`src/rtl/uart_rx_frame_parser.sv`:
```
// uart_rx_frame_parser: assembles HEADER,LEN,payload,CHK frames from a byte
// stream and releases the buffered payload only when the checksum matches.
module uart_rx_frame_parser #(
  parameter logic [7:0] HEADER      = 8'hAA,
  parameter int         MAX_LEN     = 16,
  parameter int         TIMEOUT_CYC = 400
) (
  input  logic       clk_40k,
  input  logic       rst,
  input  logic [7:0] din,
  input  logic       din_vld,
  output logic [7:0] out_data,
  output logic       out_vld,
  output logic       out_last,
  output logic       frame_done,
  output logic       frame_err,
  output logic [1:0] err_code
);

  localparam int LW = $clog2(MAX_LEN + 1);
  localparam int TW = $clog2(TIMEOUT_CYC + 1);
  localparam int AW = (MAX_LEN > 1) ? $clog2(MAX_LEN) : 1;

  typedef enum logic [2:0] {
    S_IDLE,
    S_LEN,
    S_PAY,
    S_CHK,
    S_DRAIN
  } state_t;

  state_t        state;
  logic          vld_q;
  logic          acc;
  logic          tout;
  logic          len_bad;
  logic [LW-1:0] len;
  logic [LW-1:0] idx;
  logic [7:0]    sum;
  logic [TW-1:0] tcnt;
  logic [7:0]    mem [MAX_LEN];

  // a byte is taken only on the rising edge of din_vld
  assign acc     = din_vld & ~vld_q;
  assign tout    = (tcnt == TW'(TIMEOUT_CYC)) && !acc;
  assign len_bad = (din == 8'd0) || (din > 8'(MAX_LEN));

  // payload store; contents are don't-care outside a frame
  always_ff @(posedge clk_40k) begin
    if (state == S_PAY && acc)
      mem[idx[AW-1:0]] <= din;
  end

  // frame FSM with registered outputs, timeout counter and checksum
  always_ff @(posedge clk_40k or posedge rst) begin
    if (rst) begin
      state      <= S_IDLE;
      vld_q      <= 1'b0;
      len        <= '0;
      idx        <= '0;
      sum        <= '0;
      tcnt       <= '0;
      out_data   <= '0;
      out_vld    <= 1'b0;
      out_last   <= 1'b0;
      frame_done <= 1'b0;
      frame_err  <= 1'b0;
      err_code   <= '0;
    end else begin
      vld_q      <= din_vld;
      out_vld    <= 1'b0;
      out_last   <= 1'b0;
      frame_done <= 1'b0;
      frame_err  <= 1'b0;
      if (state == S_LEN || state == S_PAY || state == S_CHK)
        tcnt <= acc ? '0 : tcnt + TW'(1);
      else
        tcnt <= '0;
      case (state)
        S_IDLE: begin
          if (acc && din == HEADER)
            state <= S_LEN;
        end
        S_LEN: begin
          if (acc) begin
            if (len_bad) begin
              frame_err <= 1'b1;
              err_code  <= 2'd1;
              state     <= S_IDLE;
            end else begin
              len   <= din[LW-1:0];
              sum   <= din;
              idx   <= '0;
              state <= S_PAY;
            end
          end else if (tout) begin
            frame_err <= 1'b1;
            err_code  <= 2'd3;
            state     <= S_IDLE;
          end
        end
        S_PAY: begin
          if (acc) begin
            sum <= sum + din;
            idx <= idx + LW'(1);
            if (idx + LW'(1) == len)
              state <= S_CHK;
          end else if (tout) begin
            frame_err <= 1'b1;
            err_code  <= 2'd3;
            state     <= S_IDLE;
          end
        end
        S_CHK: begin
          if (acc) begin
            if (din == sum) begin
              out_vld    <= 1'b1;
              out_data   <= mem[0];
              out_last   <= (len == LW'(1));
              frame_done <= (len == LW'(1));
              idx        <= LW'(1);
              state      <= S_DRAIN;
            end else begin
              frame_err <= 1'b1;
              err_code  <= 2'd2;
              state     <= S_IDLE;
            end
          end else if (tout) begin
            frame_err <= 1'b1;
            err_code  <= 2'd3;
            state     <= S_IDLE;
          end
        end
        S_DRAIN: begin
          if (idx == len) begin
            state <= S_IDLE;
          end else begin
            out_vld    <= 1'b1;
            out_data   <= mem[idx[AW-1:0]];
            out_last   <= (idx + LW'(1) == len);
            frame_done <= (idx + LW'(1) == len);
            idx        <= idx + LW'(1);
          end
          if (acc) begin
            frame_err <= 1'b1;
            err_code  <= 2'd0;
          end
        end
        default: state <= S_IDLE;
      endcase
    end
  end

endmodule

```
`config.mk`:
```
export PLATFORM = sky130hd
export DESIGN_NAME = uart_rx_frame_parser
export DESIGN_NICKNAME = d
export VERILOG_FILES = /design/src/rtl/uart_rx_frame_parser.sv
export SDC_FILE = /design/constraint.sdc
export NUM_CORES = 1
export LEC_CHECK = 0
export ABC_AREA = 1
export CAP_MARGIN = 20
export CORE_MARGIN = 2
export CORE_UTILIZATION = 60
export CTS_CLUSTER_SIZE = 8
export DETAILED_ROUTE_END_ITERATION = 8
export HOLD_SLACK_MARGIN = 0.12
export PLACE_DENSITY = 0.77
export SLEW_MARGIN = 40
export SYNTH_ARGS = -nofsm -noshare
export SYNTH_HDL_FRONTEND = slang
export SYNTH_SLANG_ARGS = --single-unit
export TNS_END_PERCENT = 1
```
`constraint.sdc`:
```
create_clock -name clk_40k -period 2.5 [get_ports clk_40k]
set_input_delay 0.5 -clock clk_40k [delete_from_list [all_inputs] [get_ports clk_40k]]
set_output_delay 0.5 -clock clk_40k [all_outputs]
set_load 0.05 [all_outputs]
```
# After elaboration in Yosys (flattened, before gate mapping)
# Memory sizes are Yosys's and may differ from the RTL's.
# Index checks and enable logic that the tools add are counted.
dict set report totals {
  ramBits 128
  memories 1
  out_inout_bits 14
  ff_bits 44
  inputBits 11
  word_cells 113
}
dict set report op_classes {
  bitwise 3
  n_eq_ne 23
  n_addsub 3
  mux 53
  n_reduce_logical 18
  n_lt_le_gt_ge 1
}
# memory depth width rd rd_clocked_by_memory_dff wr line
set mem_list {}
lappend mem_list {mem 16 8 2 0 1 41} ;# logic [7:0] mem [MAX_LEN];
# op n
set op_table {}
lappend op_table {{8-bit two-way mux} 6}
lappend op_table {{8-bit one-hot mux with 2 select lines} 2}
lappend op_table {{5-bit two-way mux} 6}
lappend op_table {{3-bit two-way mux} 8}
lappend op_table {{5-bit one-hot mux with 4 select lines} 1}
lappend op_table {{9-bit two-way mux} 2}
lappend op_table {{2-bit != test (second input constant)} 9}
lappend op_table {{2-bit two-way mux} 8}
lappend op_table {{1-bit two-way mux} 15}
lappend op_table {{3-bit one-hot mux with 5 select lines} 1}
lappend op_table {{5-bit == test} 2}
lappend op_table {{9-bit by 1-bit adder with 9-bit output (second input constant)} 1}
lappend op_table {{9-bit == test (second input constant)} 1}
lappend op_table {{8-bit adder} 1}
lappend op_table {{8-bit == test} 1}
lappend op_table {{8-bit == test (second input constant)} 1}
lappend op_table {{8-bit by 5-bit > comparator with 1-bit output (second input constant)} 1}
lappend op_table {{8-bit logical NOT} 1}
lappend op_table {{2-bit one-hot mux with 4 select lines} 1}
lappend op_table {{4-bit AND reduction} 2}
lappend op_table {{7-bit AND reduction} 1}
lappend op_table {{3-bit by 2-bit == test with 1-bit output (second input constant)} 2}
lappend op_table {{3-bit != test (second input constant)} 2}
lappend op_table {{3-bit AND reduction} 2}
lappend op_table {{other kinds (17)} 24}

# Longest topological paths before layout
# Gate-level depths: netlist (run 1).
dict set report depth {
  ltp_word 7
  mapped_depth 12
  ltp_nobuf 11
}

# Worst setup path after synthesis (run 1)
# OpenSTA, ideal clock, no wires.
dict set report synth_timing {
  path_type {register -> register}
  from {reg state[2]}
  to {mem mem[10][0], enable pin}
  arrival_ps 1445
  n_path_buf 0
  required_ps 2130
  path_stages_with_launch 8
  slack_ps 684
  synth_period_minus_slack_ps 1816
  setup_ps 370
  path_cell_list {dfrtp_1 > nor2_2 > nand2_2 > inv_1 > nand2_1 > inv_1 > nand2_1 > nor2_1}
}
dict set report synth_between {
  elab_chain_cells 4
}
# element line
set synth_rtl {}
lappend synth_rtl {{start, declared} 32} ;# state_t state;
lappend synth_rtl {{start signal, assigned} 57} ;# state <= S_IDLE;
lappend synth_rtl {{start signal, assigned} 82} ;# state <= S_LEN;
lappend synth_rtl {{start signal, assigned} 89} ;# state <= S_IDLE;
lappend synth_rtl {{3-bit by 2-bit == test with 1-bit output} 50} ;# if (state == S_PAY && acc)
lappend synth_rtl {{1-bit logical AND} 50}
lappend synth_rtl {{1-bit two-way mux} 50}
lappend synth_rtl {{1-bit two-way mux (implied by the code)} 51} ;# mem[idx[AW-1:0]] <= din;
lappend synth_rtl {{end, declared} 41}
# Every way passes these cells.

# Final worst setup path (run 1)
dict set report layout_timing {
  from {reg err_code[0]}
  to {out err_code[0]}
}
# element line
set layout_lines {}
lappend layout_lines {{start, declared} 17} ;# output logic [1:0] err_code
lappend layout_lines {{start signal, assigned} 68} ;# err_code <= '0;
lappend layout_lines {{start signal, assigned} 88} ;# err_code <= 2'd1;
lappend layout_lines {{start signal, assigned} 98} ;# err_code <= 2'd3;
# No word-level cell between the ends.

==> out/metrics.yaml, run 1 <==
max_cap_violations: 0
slew_headroom_pct: 65.6
drv_slew: 0
powerDensity_nw_per_um2: 747
critical_path_class: "reg2out"
critical_path.max_fanout: 3
clk_latency_ns: 0.43
cts_sinks: 172
cts_root_buf: "clkbuf_16"
ys_types: 39
r2r_end: "mem[12][2]"
cpPeakStageDelay_ns: 0.82
initial_core_util_pct: 61.2
rr_startpoint: "state[2]"
finalClockSkew_ns: 0.00660
routed_via_density: 5.61
clock_power_share_pct: 38.4
setup_viol: 0
cpMaxStageDelayCell: "clkdlybuf4s50_1"
vias: 6145
required_ns: 2.00
gp_congestion: 0.938
drtIter0Drc: 753
dr.pass1.iters: 7
hold_viol_final: 0
crit_chain: "clkdlybuf4s50_1"
yosys_warnings: 0
crit_family: "buffers and inverters"
swShare_pct: 27.1
synth_top_area_share_pct: 47.4
cts_resized: 0
outcome: "finished, final reports clean"
whs_ns: 0.398
nNetsFinal: 932
ctsHoldBuffers: 0
vdd_drop_max_uv: 579
seqPwrFrac_pct: 46.2
grt_start_max_net_pins: 43
cts.path.max_buffers: 2
r2r_cells: 8
wl_per_cell_um: 17.0
synthCells: 851
comb_power_share_pct: 15.5
post-route-period-util_pct: 85.4
hp-class: "in2async"
crit_start: "err_code[0]"
synthArstFlopShare_pct: 25.6
critical_path_arrival_ns: 1.63
chipWidth_um: 120
track_usage_pct: 27.5
end_kind: "primary output"
wl_um: 18700
grt_pass1_vias: 5963
critPathLaunchType: "flop"
max_freq_ghz: 0.469
ant_nets: 0
yosysMostFrequentCell: "nand2_1"
syn_area_per_cell_sq_um: 9.53
final_layout_size_suffix_gt1_share_pct: 11.1
grt_first_pass_wirelength_um: 30100
antenna_found_initial: 0
rsz0062_at_grt: "false"
port_buffers: 24
synth_edf_count: 128
top_layer_used: "met4"
period_needed_ns: 2.13
hpwl_um: 12400
path_buf_inv: 1
clk_pin_slew_ns: 0.06
worst-r2r-setup-slack_ns: 0.47
yosys-top-cells-count: "nand2_1 (224), nor2_1 (143), edfxtp_1 (128), o21ai_0 (64), inv_1 (57)"
wl_met3_um: 1390
internal_power_w: 0.00507
die_area_sq_um: 14500
final_util_pct: 70.3
synthTopCellsByArea: "edfxtp_1 (47%), dfrtp_1 (14%), nand2_1 (10%)"
worst_pin_slew_ns: 0.515
cts_tree: "built"
core_sq_um: 13200
fp.dieH_um: 120
synth_flop_cell: "edfxtp_1"
stdcell_area_sq_um: 9310
area_growth_pct: 14.8
p_sw_w: 0.00188
dr_wl_met2_um: 9060
met1_length_um: 7890
synth_area_leader_cell: "edfxtp_1"
path_depth: 1
syn_nets: 876
io_pins: 25
antenna_cells: 0
post_dp_cell_area_sq_um: 8710
leakagePower_nw: 3.89
cts_made_buffers: 17
seq_area_frac_synth_pct: 61.0
netlist_area_sq_um: 8110
rows: 42
cts_setup_buffers: 0
h-tree-depth: 4
drc: 0
worstSetupEndpoint: "err_code[0]"
tns_ns: 0
fillers: 977
grt_overflow: 0
synth_seq_cells: 172
## cell usage in the layout (no fill, tap or decap), types with 2 or more instances in the layout
| master | netlist | final |
|---|---|---|
| nand2_1 | 224 | 224 |
| nor2_1 | 143 | 143 |
| edfxtp_1 | 128 | 128 |
| o21ai_0 | 64 | 64 |
| inv_1 | 57 | 56 |
| nand3_1 | 56 | 56 |
| dfrtp_1 | 44 | 43 |
| buf_4 | 2 | 42 |
| clkdlybuf4s50_1 | 0 | 24 |
| a21oi_1 | 23 | 23 |
| clkbuf_16 | 0 | 17 |
| nand2_2 | 13 | 13 |
| ha_1 | 13 | 13 |
| nand4_1 | 10 | 10 |
| xor2_1 | 6 | 6 |
| inv_2 | 4 | 5 |
| clkinv_2 | 1 | 5 |
| nor3_1 | 4 | 4 |
| o22ai_1 | 4 | 4 |
| clkinv_4 | 0 | 4 |
| xnor2_1 | 3 | 3 |
| o21ai_1 | 3 | 3 |
| nand3b_1 | 3 | 3 |
| o211ai_1 | 3 | 3 |
| bufinv_16 | 0 | 3 |
| nor2_2 | 2 | 2 |
| clkinv_1 | 1 | 2 |
| or2_2 | 2 | 2 |
## metal layers
layer	up-vias	GRT usage (%)
met4	0	9.52
met3	39	6.23
met5	-	0
li1	2938	-
met1	2918	36.8
met2	250	44.7
## registers in the layout, indices dropped and copies added (netlist names)
| register | flops |
|---|---|
| err_code | 2 |
| out_data | 8 |
| idx | 5 |
| mem | 128 |
| frame_err | 1 |
| out_vld | 1 |
| state | 3 |
| sum | 8 |
| vld_q | 1 |
| tcnt | 9 |
| frame_done | 1 |
| len | 5 |
## worst min-delay path by stage
| stage | startpoint | endpoint | slack, ns | depth (start not counted) |
|---|---|---|---|---|
| 6_report | rst | err_code[0] | 0.40 | 2 |
| 2_1_floorplan | sum[4] | sum[4] | 0.45 | 2 |
| 4_1_cts | rst | err_code[0] | 0.40 | 2 |
| 3_3_place_gp | sum[3] | sum[3] | 0.47 | 2 |
| 5_1_grt | rst | tcnt[6] | 0.44 | 2 |
| 3_5_place_dp | sum[6] | sum[6] | 0.48 | 2 |
## metrics by stage
step	std cells	worst slack [ns]	total power [W]
global route	1096	0.325	0.00722
CTS	1096	0.353	0.00696
detailed placement	1064	0.0272	0.00433
floorplan	851	0.684	0.00402
finish	1096	0.366	0.00695
global placement	1064	0.134	0.00429
## cell type report
class,instances,area [sq um],share of cell area (%)
clock buffer,18,429,4.61
clock inverter,14,169,1.81
inverter,63,238,2.55
multi-input combinational,587,2750,29.6
sequential,172,4950,53.1
tap,176,220,2.37
timing repair buffer,66,556,5.97
## power groups by stage
stage | Clock [W] | Sequential (W) | Combinational (W)
detailed placement | 0 | 0.00327 | 0.00106
CTS | 0.00268 | 0.00321 | 0.00107
finish | 0.00267 | 0.00321 | 0.00108
floorplan | 0 | 0.00327 | 0.000746
global placement | 0 | 0.00326 | 0.00103
global route | 0.00279 | 0.00322 | 0.00121
## kinds of logic (layout without fill, tap and decap cells)
family / Yosys count / in the layout / synth area share (%)
adders and majority gates: 14 / 14 / 2.25
AOI/OAI and AO/OA: 100 / 100 / 6.56
and+or+nand+nor: 462 / 462 / 23.6
buffers and inverters: 92 / 161 / 5.09
xor gates and xnor gates: 11 / 11 / 1.51
DFF: 172 / 172 / 61.0
Power figures use the tool's default switching activity.
==> inputs of run 2 (changes only) <==
- CTS_CLUSTER_SIZE: 8 -> 14
==> results of run 2 <==
Final layout, timing and power as in run 1 (identical DEF).
